### src/rtl/amstrad_vram_sched.sv
// amstrad_vram_sched: shares one 8-bit RAM port between video fetch (ph0/ph1) and Z80 (ph2).
// Define AMSTRAD_TURBO_SLOT_EN to also give ph3 to the CPU.
module amstrad_vram_sched #(
  parameter bit FETCH_WHEN_BLANK = 1'b1
) (
  input  logic        CLK,
  input  logic        RESET,
  input  logic        CE_4,
  output logic        cyc1MHz,
  input  logic [13:0] crtc_ma,
  input  logic [4:0]  crtc_ra,
  input  logic        crtc_de,
  output logic [15:0] vram_D,
  output logic        vram_valid,
  input  logic        cpu_req,
  input  logic        cpu_we,
  input  logic [15:0] cpu_addr,
  input  logic [7:0]  cpu_dout,
  output logic [7:0]  cpu_din,
  output logic        cpu_ack,
  output logic        cpu_wait,
  output logic        mem_req,
  output logic        mem_we,
  output logic [15:0] mem_addr,
  output logic [7:0]  mem_wdata,
  input  logic [7:0]  mem_rdata,
  input  logic        mem_ack,
  output logic        mem_overrun
);
  typedef enum logic [1:0] {S_IDLE, S_VID, S_CPU} state_t;
  state_t      r_state, w_next;
  logic [1:0]  r_ph, w_nph;
  logic [14:0] r_vbase, w_base;
  logic [15:0] r_maddr, r_ca, r_vram;
  logic [7:0]  r_mwd, r_cd, r_even, r_odd, r_din, w_even, w_odd;
  logic        r_mwe, r_cwe, r_vb, r_valid, r_pend, r_gnt, r_ack, r_wait, r_ovr;
  logic        w_busy, w_ack, w_vid_ack, w_cpu_done, w_live, w_grant, w_set, w_cancel;
  logic        w_vid_slot, w_cpu_slot, w_to_ph2, w_unused;
  assign w_unused   = ^{crtc_ma[11:10], crtc_ra[4:3]};
  assign w_nph      = r_ph + 2'd1;
  assign w_base     = {crtc_ma[13:12], crtc_ra[2:0], crtc_ma[9:0]};
  assign w_busy     = r_state != S_IDLE;
  assign w_ack      = w_busy & mem_ack;
  assign w_vid_ack  = w_ack & (r_state == S_VID);
  assign w_cpu_done = w_ack & (r_state == S_CPU);
  assign w_vid_slot = CE_4 & ~w_nph[1] & (FETCH_WHEN_BLANK | crtc_de);
  assign w_to_ph2   = CE_4 & (w_nph == 2'd2);
`ifdef AMSTRAD_TURBO_SLOT_EN
  assign w_cpu_slot = CE_4 & w_nph[1];
`else
  assign w_cpu_slot = w_to_ph2;
`endif
  // A granted access completing on this edge must not be re-issued by a coinciding slot start.
  assign w_live     = r_gnt ? ~w_cpu_done : cpu_req & ~r_ack;
  assign w_grant    = w_cpu_slot & w_live;
  assign w_set      = cpu_req & ~r_pend & ~r_ack;
  assign w_cancel   = r_pend & ~r_gnt & ~cpu_req;
  assign w_even     = (w_vid_ack & ~r_vb) ? mem_rdata : r_even;
  assign w_odd      = (w_vid_ack & r_vb) ? mem_rdata : r_odd;
  always_ff @(posedge CLK or posedge RESET)
    if (RESET) r_state <= S_IDLE;
    else r_state <= w_next;
  always_comb
    w_next = CE_4 ? (w_vid_slot ? S_VID : w_grant ? S_CPU : S_IDLE) : w_ack ? S_IDLE : r_state;
  always_comb begin
    mem_req = r_state != S_IDLE;
    mem_we  = (r_state == S_CPU) & r_mwe;
  end
  always_ff @(posedge CLK or posedge RESET) begin
    if (RESET) begin
      r_ph    <= '0;
      r_vbase <= '0;
      r_maddr <= '0;
      r_mwe   <= 1'b0;
      r_mwd   <= '0;
      r_vb    <= 1'b0;
      r_even  <= '0;
      r_odd   <= '0;
      r_vram  <= '0;
      r_valid <= 1'b0;
      r_ovr   <= 1'b0;
    end else begin
      if (CE_4) r_ph <= w_nph;
      if (CE_4 && w_nph == 2'd0) r_vbase <= w_base;
      if (w_vid_slot) begin
        r_maddr <= {w_nph[0] ? r_vbase : w_base, w_nph[0]};
        r_mwe   <= 1'b0;
        r_vb    <= w_nph[0];
      end else if (w_grant) begin
        r_maddr <= r_pend ? r_ca : cpu_addr;
        r_mwe   <= r_pend ? r_cwe : cpu_we;
        r_mwd   <= r_pend ? r_cd : cpu_dout;
      end
      r_even  <= w_even;
      r_odd   <= w_odd;
      if (w_to_ph2) r_vram <= {w_odd, w_even};
      r_valid <= w_to_ph2;
      r_ovr   <= r_ovr | (CE_4 & w_busy & ~mem_ack);
    end
  end
  // An abandoned CPU access keeps r_pend/r_gnt so the next CPU slot retries it.
  always_ff @(posedge CLK or posedge RESET) begin
    if (RESET) begin
      r_ca   <= '0;
      r_cwe  <= 1'b0;
      r_cd   <= '0;
      r_pend <= 1'b0;
      r_gnt  <= 1'b0;
      r_ack  <= 1'b0;
      r_din  <= '0;
      r_wait <= 1'b0;
    end else begin
      if (w_set) begin
        r_ca  <= cpu_addr;
        r_cwe <= cpu_we;
        r_cd  <= cpu_dout;
      end
      r_pend <= w_cpu_done ? 1'b0 : w_set ? 1'b1 : w_cancel ? 1'b0 : r_pend;
      r_gnt  <= w_cpu_done ? 1'b0 : w_grant ? 1'b1 : r_gnt;
      r_ack  <= w_cpu_done;
      if (w_cpu_done && !r_mwe) r_din <= mem_rdata;
      r_wait <= w_set ? 1'b1 : (r_ack | w_cancel) ? 1'b0 : r_wait;
    end
  end
  assign cyc1MHz     = (r_ph == 2'd0) & ~RESET;
  assign vram_D      = r_vram;
  assign vram_valid  = r_valid;
  assign cpu_din     = r_din;
  assign cpu_ack     = r_ack;
  assign cpu_wait    = r_wait;
  assign mem_addr    = r_maddr;
  assign mem_wdata   = r_mwd;
  assign mem_overrun = r_ovr;
endmodule

### config.mk
export PLATFORM = sky130hd
export DESIGN_NAME = amstrad_vram_sched
export DESIGN_NICKNAME = d
export VERILOG_FILES = /design/src/rtl/amstrad_vram_sched.sv
export SDC_FILE = /design/constraint.sdc
export NUM_CORES = 1
export LEC_CHECK = 0
export ABC_AREA = 1
export BUFFER_PORTS_ARGS = -buffer_cell sky130_fd_sc_hd__buf_2
export CAP_MARGIN = 20
export CORE_ASPECT_RATIO = 0.6
export CORE_MARGIN = 2
export CORE_UTILIZATION = 50
export CTS_CLUSTER_DIAMETER = 30
export DETAILED_ROUTE_END_ITERATION = 12
export HOLD_SLACK_MARGIN = 0.08
export PLACE_DENSITY = 0.85
export SYNTH_ARGS = -nofsm -noshare
export SYNTH_HDL_FRONTEND = slang
export SYNTH_SLANG_ARGS = --single-unit
### constraint.sdc
create_clock -name CLK -period 7.5 [get_ports CLK]
set_clock_uncertainty 0.15 [all_clocks]
set_input_delay 1.5 -clock CLK [delete_from_list [all_inputs] [get_ports CLK]]
set_output_delay 1.5 -clock CLK [all_outputs]
set_load 0.02 [all_outputs]
# Yosys cells after proc, flatten, opt, wreduce, memory -nomap -nowiden
# Index checks and enable logic that the tools add are counted.
# classes
mux,22
eq_ne,3
bitwise_logic,29
reduce_logical,12
addsub,1
# ops
cell,count
$mux 16,3
$mux 8,3
$and 1x1->1,17
$mux 15,1
$mux 1,11
$not 1->1,10
$reduce_bool 2->1,5
$mux 2,4
$eq 2x2->1 const B,2
$logic_not 2->1,2
$reduce_bool 3->1,1
$add 2x1->2 const B,1
$eq 2x1->1 const B,1
$logic_and 1x1->1,2
$or 1x1->1,2
$reduce_and 2->1,1
$logic_not 1->1,1
# totals
ff_bits,116
input_bits,58

# Depth between registers and ports, before layout
# logic_depth
depth_word,9
ltp_mapped,11
depth_no_buf,8

# Least setup slack after synthesis
# No wires, ideal clock.
# synth_path
path_kind,input-to-output
startpoint,input port RESET
endpoint,output port cyc1MHz
t_required_ps,5850
stages,1
slack_ps,4057
arrival_time_ps,1793
path_cell_list,nor2_1
# synth_via
elab_chain_cells,2
# synth_lines
item,line,source
"start, declared",7,"input logic RESET,"
$not 1->1,125,assign cyc1MHz = (r_ph == 2'd0) & ~RESET;
$and 1x1->1,125,
"end, declared",9,"output logic cyc1MHz,"
# Every way passes these cells.

# Worst setup path after layout
# layout_path
startpoint,register r_ph[0]
endpoint,output port cyc1MHz
# layout_via
elab_chain_cells,2
# layout_lines
item,line,source
"start, declared",32,"logic [1:0] r_ph, w_nph;"
"start signal, assigned",83,if (CE_4) r_ph <= w_nph;
$logic_not 2->1,125,
$and 1x1->1,125,
# Every way passes these cells.

==> metrics.md <==
| Metric | Value |
|---|---|
| DIE HEIGHT | `84.23 um` |
| Critical-path maximum fanout | `18` |
| CTS tree | `done` |
| Synth Area in XOR/XNOR | `0.1633%` |
| Fillers | `905` |
| CP Buf/Inv Count | `3` |
| Simple-Gate Fraction of Synth Area | `25.82%` |
| Actual slew at the worst max-slew pin | `0.9195 ns` |
| Adder-cell area share of the yosys netlist | `0.6998%` |
| Resize count post-CTS | `0` |
| Synth cell types | `31` |
| Leakage power figure | `0.003548 uW` |
| Post-route DRC | `0` |
| Post-DP HPWL | `8875 um` |
| Num CTS Buffers | `17` |
| Post-synth EDFFs | `0` |
| Slowest stage cell, crit path | `dfrtp_1` |
| Post-Syn Nets | `704` |
| Min Tclk post-route | `3.968 ns` |
| 1st-pass router iterations | `5` |
| FF/Latch Area | `0.002903 mm^2` |
| Hold Buf Count CTS | `0` |
| Worst Setup End Kind | `output port` |
| Hold Fails Final Rpt | `0` |
| WHS Path Cells | `2` |
| Crit Reg-Reg Startpoint | `r_ph[0]$_DFFE_PP0P_` |
| Synthesis Warnings | `0` |
| Clock network latency to the later pin of the worst-skew pair | `0.41 ns` |
| Worst hold start | `mem_wdata[1]$_DFFE_PP0P_` |
| WP data required | `5.85 ns` |
| Min-Delay Endpoint | `mem_wdata[1]$_DFFE_PP0P_` |
| Arrival time at the worst endpoint | `2.32 ns` |
| Tcrit/Tclk final | `52.90%` |
| Die ar. | `0.01160 mm^2` |
| Setup_tns | `0 ns` |
| Crit-path max cell delay | `0.67 ns` |
| Vias | `4557` |
| Pre-CTS setup slack | `3.981 ns` |
| PortBufs | `107` |
| Footprint of the multi-input gates | `0.001977 mm^2` |
| Max-Cap Viols | `0` |
| Post-route ant nets | `0` |
| Max-slew violations | `0` |
| Post-CTS Setup Inserts | `0` |
| Site Rows | `29` |
| RSZ-0062 raised after global routing | `no` |
| DR vias/cell | `5.114` |
| Startpoint Class | `flip-flop` |
| WL/cell | `14.49 um` |
| Setup CP Type | `flip-flop to output port` |
| Cell with the most instances after synthesis | `nand2_1` |
| Setup slack, reg-to-reg | `4.42 ns` |
| Worst R2R End | `mem_wdata[4]$_DFFE_PP0P_` |
| CP Cell Sequence | `clkinv_1 > ha_1 > inv_1 > nor2_1 > buf_2` |
| Post-synthesis sequential area ratio | `54.12%` |
| Main combinational cell family by area after synthesis | `simple AND/OR/NAND/NOR gates` |
| Fmax | `0.2520 GHz` |
| Commonest register cell after synthesis | `dfrtp_1` |
| Ant diodes | `0` |
| Clk buf depth | `2` |
| Area leader, netlist | `dfrtp_1` |
| Seq cells post-synth | `116` |
| Total clock sinks | `116` |
| Syn Std Cell Area | `0.005364 mm^2` |
| Die W | `137.7 um` |
| Final nets | `801` |
| Worst min-delay path category | `flip-flop to flip-flop` |
| First DRT Iteration DRCs | `353` |
| Congestion Overflow GR | `0` |
| P&R area growth vs syn | `20.97%` |
| Setup ws final | `3.532 ns` |
| Core ar. | `0.01052 mm^2` |
| Mux cell area share after synthesis | `0%` |
| Slew headroom | `38.70%` |
| Syn Area/Cell | `8.342 um^2` |
| H-tree depth | `4` |
| Gate Count Post-Synth | `643` |
| Largest net degree at the start of global routing | `74` |
| Gr usage total | `23.04%` |
| Async SR Flop Fraction | `100.0%` |
| Io pins | `113` |
| Routed WL | `12910 um` |
| R2r worst-path depth | `7` |
| Crit-path leading delay family | `buffers and inverters` |
| Area share of the largest cell type after synthesis | `54.12%` |
| Layout cells sized above 1 | `20.48%` |
| Initial Util | `50.98%` |
| Top cells by count, synth | `nand2_1 (215), dfrtp_1 (116), inv_1 (75)` |
| Global-route wire length before repair | `20450 um` |
| Synth area leaders | `dfrtp_1 (54%), nand2_1 (15%), o21ai_0 (6.4%)` |
| Clock transition at the registers of the reported paths | `0.05 ns` |
| Pwr dens | `460.6 mW/mm^2` |
| VDD IR max | `0.0002033 V` |
| GP Congestion | `0.8144` |
| Status | `finished clean` |
| Total power | `2988 uW` |
| Compound-cell area share of the yosys netlist | `10.17%` |
| Vias in the first global route | `4144` |
| # setup viols final | `0` |
| Initial antenna violation count | `0` |
| Clk Tree Root Cell | `clkbuf_16` |
-- power by group --
part	switching, uW	internal [uW]	leakage, uW
logic	781	370	0.00187
clock network	272	499	0.000281
registers	157	910	0.00140
-- how the worst max path moves through the flow --
stage                                    from                end  slack [ns]  cells past startpoint
final                     r_ph[0]$_DFFE_PP0P_            cyc1MHz        3.53                      5
after global routing      r_ph[0]$_DFFE_PP0P_            cyc1MHz        3.35                      5
after CTS                 r_ph[0]$_DFFE_PP0P_            cyc1MHz        3.54                      5
after detailed placement                RESET            cyc1MHz        3.98                      3
after global placement                  RESET            cyc1MHz        3.98                      3
after floorplan                         RESET  cpu_ack$_DFF_PP0_        2.78                      1
-- routing by layer --
metal / vias up / wire [um] / part of all wire (%) / GRT usage [%]
met1: 2118 / 6473 / 50 / 36.17
met4: 0 / 148 / 1.1 / 7.885
met2: 170 / 5285 / 41 / 29.67
li1: 2254 / - / - / -
met3: 15 / 1000 / 7.7 / 7.367
met5: - / 0 / 0 / 0
-- logic make-up after synthesis --
logic type               after synthesis
AO/OA/AOI/OAI                         98
XOR/XNOR                               1
adder cells (fa/ha/maj)                3
buffers and inverters                112
flip-flops                           116
AND/OR/NAND/NOR                      313
-- state kept, by name, summed over array words and instances, names as in the netlist, 2 cells and up --
register   count
r_ph           2
mem_addr      16
r_even         8
r_cd           8
r_ca          16
cpu_din        8
mem_wdata      8
vram_D        16
r_vbase       15
r_state        2
r_odd          8
-- cell type report --
type / instances / area share (%)
flip-flops and latches: 116 / 44.74
multi-input cells: 415 / 30.47
repair buffers: 110 / 8.600
clock buffers: 20 / 7.038
inverters: 80 / 4.782
well taps: 139 / 2.680
clock inverters: 11 / 1.697
-- worst reg2reg max path, delay by kind of cell (launching register included) --
family                     cells  cell delay, ns
adders and majority gates      1            0.58
and+or+nand+nor                4            0.62
DFF                            1            0.67
buffers and inverters          2            0.94
-- metrics by stage --
| stage | cells | hold WS, ns | utilization (%) | cell area (um^2) |
|---|---|---|---|---|
| after detailed placement | 860 | 0.3066 | 56.28 | 5922 |
| after global placement | 860 | 0.2946 | 56.28 | 5922 |
| after global routing | 891 | 0.3300 | 61.66 | 6489 |
| after CTS | 891 | 0.3192 | 61.66 | 6489 |
| final | 891 | 0.3163 | 61.66 | 6489 |
| after floorplan | 643 | 0.3029 | - | 5364 |
-- layout by cell type, fill, tap and decap left out, types with 2 or more instances in the layout --
cell / n
clkbuf_16: 17
o21ai_0: 69
dfrtp_1: 116
nor2_1: 11
buf_2: 107
nand2_1: 215
nand4_1: 26
and2_1: 16
nor2_2: 2
clkbuf_8: 2
clkinvlp_4: 2
clkinv_1: 2
o211ai_1: 15
inv_4: 2
inv_1: 74
buf_4: 3
a21oi_1: 10
nand3_1: 36
ha_1: 3
nand2_4: 2
clkinv_2: 7
bufinv_16: 2
No activity file was read; power rests on OpenSTA's default activity.
